===== src/rtl/onehot_decoder_pkg.sv =====
// onehot_decoder_pkg: decode mode codes and skid-pipeline occupancy states.
package onehot_decoder_pkg;
    localparam logic [1:0] MODE_ONEHOT    = 2'd0;
    localparam logic [1:0] MODE_THERMO    = 2'd1;
    localparam logic [1:0] MODE_ONEHOT_N  = 2'd2;
    localparam logic [1:0] MODE_THERMO_HI = 2'd3;
    typedef enum logic [1:0] {ST_EMPTY, ST_ONE, ST_FULL} state_t;
endpackage


===== src/rtl/onehot_decode_comb.sv =====
// onehot_decode_comb: combinational index-to-vector decode in four modes with range flag.
module onehot_decode_comb
    import onehot_decoder_pkg::*;
#(
    parameter int INPUT_WIDTH  = 4,
    parameter int OUTPUT_WIDTH = 16
) (
    input  logic [INPUT_WIDTH-1:0]  index,
    input  logic [1:0]              mode,
    output logic [OUTPUT_WIDTH-1:0] vec,
    output logic                    err
);
    localparam logic [OUTPUT_WIDTH-1:0] ONE = OUTPUT_WIDTH'(1);
    logic [OUTPUT_WIDTH-1:0] hot, below;
    // below holds bits 0..i-1; every mode is hot/below combined or inverted
    always_comb begin
        err   = 32'(index) >= OUTPUT_WIDTH;
        hot   = ONE << index;
        below = hot - ONE;
        vec   = err                    ? '0 :
                mode == MODE_ONEHOT    ? hot :
                mode == MODE_THERMO    ? (below | hot) :
                mode == MODE_ONEHOT_N  ? ~hot :
                mode == MODE_THERMO_HI ? ~below : '0;
    end
endmodule


===== src/rtl/onehot_decoder_pipe.sv =====
// onehot_decoder_pipe: valid/ready one-hot decoder with 2-entry skid buffer,
// registered in_ready and saturating out-of-range counter.
module onehot_decoder_pipe
    import onehot_decoder_pkg::*;
#(
    parameter int INPUT_WIDTH   = 4,
    parameter int OUTPUT_WIDTH  = 16,
    parameter int ERR_CNT_WIDTH = 8
) (
    input  logic                     clk,
    input  logic                     rst,
    input  logic                     in_valid,
    output logic                     in_ready,
    input  logic [INPUT_WIDTH-1:0]   in_index,
    input  logic [1:0]               in_mode,
    output logic                     out_valid,
    input  logic                     out_ready,
    output logic [OUTPUT_WIDTH-1:0]  out_vec,
    output logic                     out_err,
    output logic [ERR_CNT_WIDTH-1:0] err_count
);
    if (OUTPUT_WIDTH < 1 || OUTPUT_WIDTH > 2**INPUT_WIDTH) begin : g_bad_width
        $error("onehot_decoder_pipe: OUTPUT_WIDTH must be within 1..2**INPUT_WIDTH");
    end
    state_t state;
    logic [OUTPUT_WIDTH-1:0] dec_vec, skid_vec;
    logic dec_err, skid_err, in_xfer, out_xfer;
    onehot_decode_comb #(.INPUT_WIDTH(INPUT_WIDTH), .OUTPUT_WIDTH(OUTPUT_WIDTH)) u_dec (
        .index(in_index),
        .mode (in_mode),
        .vec  (dec_vec),
        .err  (dec_err)
    );
    assign in_xfer  = in_valid && in_ready;
    assign out_xfer = out_valid && out_ready;
    // in_ready/out_valid are registered copies of the next-state decode
    always_ff @(posedge clk) begin
        if (rst) begin
            state     <= ST_EMPTY;
            in_ready  <= 1'b1;
            out_valid <= 1'b0;
            out_vec   <= '0;
            out_err   <= 1'b0;
            err_count <= '0;
        end else begin
            if (in_xfer && dec_err && err_count != '1)
                err_count <= err_count + ERR_CNT_WIDTH'(1);
            case (state)
                ST_EMPTY: if (in_xfer) begin
                    out_vec   <= dec_vec;
                    out_err   <= dec_err;
                    out_valid <= 1'b1;
                    state     <= ST_ONE;
                end
                ST_ONE: if (in_xfer && !out_xfer) begin
                    skid_vec <= dec_vec;
                    skid_err <= dec_err;
                    in_ready <= 1'b0;
                    state    <= ST_FULL;
                end else if (out_xfer && !in_xfer) begin
                    out_valid <= 1'b0;
                    state     <= ST_EMPTY;
                end else if (in_xfer) begin
                    out_vec <= dec_vec;
                    out_err <= dec_err;
                end
                ST_FULL: if (out_xfer) begin
                    out_vec  <= skid_vec;
                    out_err  <= skid_err;
                    in_ready <= 1'b1;
                    state    <= ST_ONE;
                end
                default: state <= ST_EMPTY;
            endcase
        end
    end
endmodule


===== config.mk =====
export PLATFORM = sky130hd
export DESIGN_NAME = onehot_decoder_pipe
export DESIGN_NICKNAME = d
export VERILOG_FILES = /design/src/rtl/onehot_decoder_pkg.sv /design/src/rtl/onehot_decode_comb.sv /design/src/rtl/onehot_decoder_pipe.sv
export SDC_FILE = /design/constraint.sdc
export NUM_CORES = 1
export LEC_CHECK = 0
export ABC_CLOCK_PERIOD_IN_PS = 4100
export CAP_MARGIN = 20
export CORE_ASPECT_RATIO = 1.25
export CORE_UTILIZATION = 57
export CTS_CLUSTER_DIAMETER = 60
export DETAILED_ROUTE_END_ITERATION = 10
export MAX_ROUTING_LAYER = met4
export PLACE_DENSITY_LB_ADDON = 0.2
export SYNTH_ARGS = -nofsm -noshare
export SYNTH_HDL_FRONTEND = slang
export SYNTH_HIERARCHICAL = 1
export SYNTH_SLANG_ARGS = --single-unit

===== constraint.sdc =====
create_clock -name clk -period 4.1 [get_ports clk]
set_clock_uncertainty 0.2 [all_clocks]
set_input_delay 0.82 -clock clk [delete_from_list [all_inputs] [get_ports clk]]
set_output_delay 0.82 -clock clk [all_outputs]
set_load 0.01 [all_outputs]

Yosys cells after proc, flatten, opt, wreduce, memory -nomap -nowiden
Index checks and enable logic that the tools add are counted.

operators by class
  $add $sub $neg = 1
  $mul = 0
  div/mod/pow operators = 0
  $lt $le $gt $ge = 0
  equality and inequality tests = 12
  shift operators = 1
  mux-type cells = 26
  bitwise operators = 4
  reductions and logical operators = 16

operator list
  operator                                                              count
  16-bit 2-to-1 mux                                                     8
  16-bit case mux with 3 select lines                                   1
  16-bit NOT                                                            2
  16-bit OR                                                             1
  1-bit by 4-bit << shifter with 16-bit output, first input constant    1
  16-bit by 1-bit subtractor with 16-bit output, second input constant  1
  2-bit != test, second input constant                                  6
  1-bit 2-to-1 mux                                                      9
  3-bit AND reduction                                                   3
  2-bit 2-to-1 mux                                                      4
  4-bit AND reduction                                                   2
  2-bit == test, second input constant                                  3
  2-bit case mux with 3 select lines                                    1
  2-bit by 1-bit == test with 1-bit output, second input constant       2
  1-bit logical AND                                                     4
  2-bit zero test                                                       2
  1-bit case mux with 2 select lines                                    2
  2-bit nonzero test                                                    2
  3-bit != test, second input constant                                  1
  1-bit case mux with 3 select lines                                    1
  3-bit nonzero test                                                    1
  1-bit zero test                                                       2
  1-bit NOT                                                             1

word-level totals
  bits in registers = 37
  latch bits = 0
  memory bits (writable) = 0
  bits in read-only memories = 0
  bits of input ports = 10
  output and inout port bits = 27
  word-level logic and storage cells = 66
  memories = 0

Logic depth before layout (Yosys ltp)
  depth in word-level cells = 11
  mapped depth = 11
  depth with buffers taken out = 10

By module
The synthesis kept the hierarchy.

by module, submodules not included
  module               times used  cells each  area an instance (um2)  seq. area each (um2)
  onehot_decoder_pipe  1           174         2187.1                  1091.0
  onehot_decode_comb   1           130         960.9                   0.0

Least setup slack after synthesis
Ideal clock, no wire load.

  path kind = in2reg
  start point = in in_valid
  end point = reg skid_err (netlist name)
  setup time = 416 ps
  data arrival time = 3011 ps
  required time = 3484 ps
  slack = 472 ps
  stages = 6
  path buffers = 2
  path through = and2_1 buf_2 buf_2 ha_1 nand2b_1 nor3b_1

RTL lines
  item             RTL line                   text
  start, declared  onehot_decoder_pipe.sv:12  input logic in_valid,

Worst setup path after layout
  start point = in in_index[3]
  end point = reg out_vec[8]

on the way
  longest elaborated chain between the ends = 11
  elaborated cells between the ends (all ways) = 13
  those cells by class = 1 x add/sub; 1 x shift; 8 x mux; 3 x bitwise

ends and longest elaborated chain
  item                                              RTL line                                              text
  start, declared                                   onehot_decoder_pipe.sv:14                             input logic [INPUT_WIDTH-1:0] in_index,
  1-bit by 4-bit << shifter with 16-bit output (*)  onehot_decode_comb.sv:18                              hot = ONE << index;
  16-bit by 1-bit subtractor with 16-bit output     onehot_decode_comb.sv:19                              below = hot - ONE;
  16-bit NOT                                        onehot_decode_comb.sv:24                              mode == MODE_THERMO_HI ? ~below : '0;
  16-bit 2-to-1 mux                                 onehot_decode_comb.sv:24
  16-bit 2-to-1 mux                                 onehot_decode_comb.sv:23                              mode == MODE_ONEHOT_N ? ~hot :
  16-bit 2-to-1 mux                                 onehot_decode_comb.sv:22                              mode == MODE_THERMO ? (below | hot) :
  16-bit 2-to-1 mux (*)                             onehot_decode_comb.sv:21                              mode == MODE_ONEHOT ? hot :
  net dec_vec[8]                                    onehot_decoder_pipe.sv:26                             logic [OUTPUT_WIDTH-1:0] dec_vec, skid_vec;
  16-bit 2-to-1 mux (*)                             onehot_decoder_pipe.sv:49, onehot_decoder_pipe.sv:63
  16-bit 2-to-1 mux                                 onehot_decoder_pipe.sv:60                             end else if (out_xfer && !in_xfer) begin
  16-bit 2-to-1 mux                                 onehot_decoder_pipe.sv:55                             ST_ONE: if (in_xfer && !out_xfer) begin
  16-bit case mux with 3 select lines (*)           onehot_decoder_pipe.sv:48                             case (state)
  end signal, assigned                              onehot_decoder_pipe.sv:50                             out_vec <= dec_vec;
  end signal, assigned                              onehot_decoder_pipe.sv:64                             out_vec <= dec_vec;
  end signal, assigned                              onehot_decoder_pipe.sv:68                             out_vec <= skid_vec;
  end, declared                                     onehot_decoder_pipe.sv:18                             output logic [OUTPUT_WIDTH-1:0] out_vec,

Mark *: on every way through the listed nets, which the timed path passes. The rest lies on a longest branch. The select of a mux whose other input is x is not followed.
A chain may end at the register's enable or synchronous reset.

==> impl_metrics.toml <==
[outcome]
status = "complete, no violations"

[power_and_ir_drop]
p_total_mw = 1.213
peakVddDrop_v = 0.0001433
cellPowerDensity_mw_per_mm2 = 335.4
power.leakage_nw = 1.349

[synthesis]
netlist_instances = 304
avgSynthCellArea_um2 = 10.36
yosysWarnings = 6
synth.net_count = 329
ys_seq_elements = 46
seq_area_frac_synth_pct = 34.66
postSynth.topFlopCell = "dfxtp_1"
synth_area_leader_cell = "dfxtp_1"
syn-cell-area_mm2 = 0.003148
yosys-top-cells-area = "dfxtp_1 18%, edfxtp_1 16%, mux2i_1 8.3%"
synth-edff-count = 17
synth.distinct_cells = 61
share_of_the_synthesized_area_in_the_top_cell_type_pct = 18.44
synthArstFlopShare_pct = 0

[placement]
place_hpwl_mm = 4.890
placed_cell_area_mm2 = 0.003508
gp_routability_congestion = 0.9139
port-buffer-count = 36

[setup_path]
arrival_ns = 3.25
critical_path_required_ns = 4.13
critical_path.startpoint_type = "input pin"
cp-end-kind = "flip-flop"
crit_chain = "clkdlybuf4s50_1 > buf_4 > nor4b_2 > inv_1 > ha_1 > mux2_2 > o22ai_1 > a21o_1 > mux2i_1 > a211oi_2"
critPathSlowestCell = "clkdlybuf4s50_1"
crit_path_max_fanout = 22
critPathMaxStageDelay_ns = 0.49
timing_worst_setup_path_type = "input pin to flip-flop"

[global_route]
grt_pass1_wl_mm = 11.32
overall_fraction_of_global_route_tracks_in_use_pct = 26.30
globalRouteOverflowTotal = 0
largest_net_degree_at_the_start_of_global_routing = 23
grt_pass1_vias = 2380
antenna_violations_before_repair = 0

[die]
fp.dieW_um = 68.47
design.portCount = 37
die-area_mm2 = 0.005826
fp.coreArea_mm2 = 0.005189
start_util_pct = 60.67
chipHeight_um = 85.09
std_cell_rows = 29

[sta]
slew_headroom_pct = 34.28
timing.final.setup_violations = 0
slew_worst_pin_ns = 0.9858
grt_setup_unrepaired = "false"
timing.final.hold_violations = 0
setup_total_neg_slack_ns = 0
report.final.slew_viol_count = 0
max_clock_freq_mhz = 310.5
finalCritPeriodShare_pct = 78.54
min_period_ns = 3.220

[clock_network]
cts_resized = 0
cts-buffers-inserted = 5
cts.htree.levels = 2
cts_tree = "built"
setup_buffers_after_cts = 0
clock_tree.root_cell = "clkbuf_8"
hold_fix_buffers_cts = 0
clock_insertion_delay_worst_skew_ns = 0.30
clock_path_buffers = 2
clk_pin_slew_worst_paths_ns = 0.09
cts_sinks = 46

[routing]
num_vias = 2549
wire_length_per_cell_um = 17.27
postRouteWirelength_mm = 6.875
post_detailed_route_via_to_cell_ratio = 6.405
drt.antenna.violating_nets = 0
dr_pass1_iterations = 4
drc_errors = 0
detailedRoute.firstIterationViolations = 133

[finish]
final.fill_count = 397
diodes = 0
fin_area_mm2 = 0.003617
final_common_cell = "clkdlybuf4s50_1"
final_cell_mix = "36 x clkdlybuf4s50_1, 29 x dfxtp_1, 26 x mux2i_1"
final_nets = 360
layout-area-overhead-vs-synth_pct = 14.90
drive_above_1_share_pct = 17.26

[job]
max-cap-violations = 0

[hold_path]
hold_path_class = "flip-flop to flip-flop"
==> worst paths after layout <==
kind	from	end	slack, ns	cells past startpoint
worst max-delay path	in_index[3]	out_vec[8]	0.88	10
worst min-delay path	err_count[1]	err_count[1]	0.35	2
worst max register to register	in_ready	out_err	1.89	6
worst min register to register	err_count[1]	err_count[1]	0.35	2
==> report_power, final <==
part | internal, mW | switching, mW
Clock | 0.179 | 0.157
Combinational | 0.163 | 0.178
Sequential | 0.511 | 0.0254
Total | 0.854 | 0.360
==> cell usage after synthesis (2+ instances only) <==
library cell  instances
o211ai_1              4
ha_1                 15
edfxtp_1             17
nor3_1                4
o21bai_1              2
a22oi_1               4
a21o_1                8
and4bb_1              2
nand2_1              12
buf_6                 6
and3_1                6
a21oi_1              12
o21ai_0               3
mux2i_1              26
buf_2                10
nand2b_1              5
o21ai_1               6
a31oi_1               8
and4_1                3
nor2_2                2
nand4_1               2
a2111oi_0             8
dfxtp_1              29
a21boi_0              3
nor2_1                9
and2_1                4
or2_2                 3
o22ai_1               3
a2111oi_2             9
buf_4                 6
a211oi_1             11
mux2_1                3
and2b_1               4
nor2b_1               3
nand3_1               6
inv_1                 8
clkbuf_1              4
nand4b_2              2
a211oi_2             10
==> area by class of cell <==
type	count	area, µm²	share of cell area [%]
inverters	9	33.78	0.9339
flip-flops and latches	46	1091	30.16
multi-input cells	221	1826	50.47
repair buffers	52	480.5	13.28
clock buffers	5	68.82	1.902
clock inverters	3	40.04	1.107
well taps	62	77.57	2.145
==> worst max-delay path: cells and delay by family <==
family / cells / cell delay [ns]
buf+inv: 3 / 0.83
compound gates: 3 / 0.54
mux: 2 / 0.35
fa+ha+maj: 1 / 0.29
simple gates: 1 / 0.41
==> sequential cells by signal, indices dropped and copies added (netlist names) <==
signal     count
err_count      8
out_valid      1
out_vec       16
out_err        1
skid_err       1
skid_vec      16
in_ready       1
state          2
==> per-layer routing <==
layer | vias to the layer above | wire length, µm | track usage, %
li1 | 1243 | - | -
met1 | 1222 | 2946 | 31.17
met2 | 75 | 3581 | 44.21
met3 | 9 | 268 | 3.495
met4 | 0 | 78 | 9.470
met5 | - | 0 | -
==> per-stage QoR <==
step	hold WS, ns	setup slack, ns	cells	util, %
CTS	0.3511	0.9231	398	69.71
finish	0.3464	0.8797	398	69.71
global route	0.3866	0.7340	398	69.71
global placement	0.3169	0.6770	390	67.62
floorplan	0.3085	0.4724	304	-
detailed placement	0.3260	0.6322	390	67.62
==> logic make-up (layout without fill, tap and decap cells) <==
kind of cell    count (synthesis)  in the layout  share of synthesized area (%)
compound gates                 96             96                          25.08
simple gates                   77             77                          16.41
flops                          46             46                          34.66
buf+inv                        37             69                          7.511
mux                            30             30                          9.698
fa+ha+maj                      15             15                          5.962
xor+xnor                        2              2                         0.5565
other cells                     1              1                         0.1191
(Power assumes the default switching activity.)
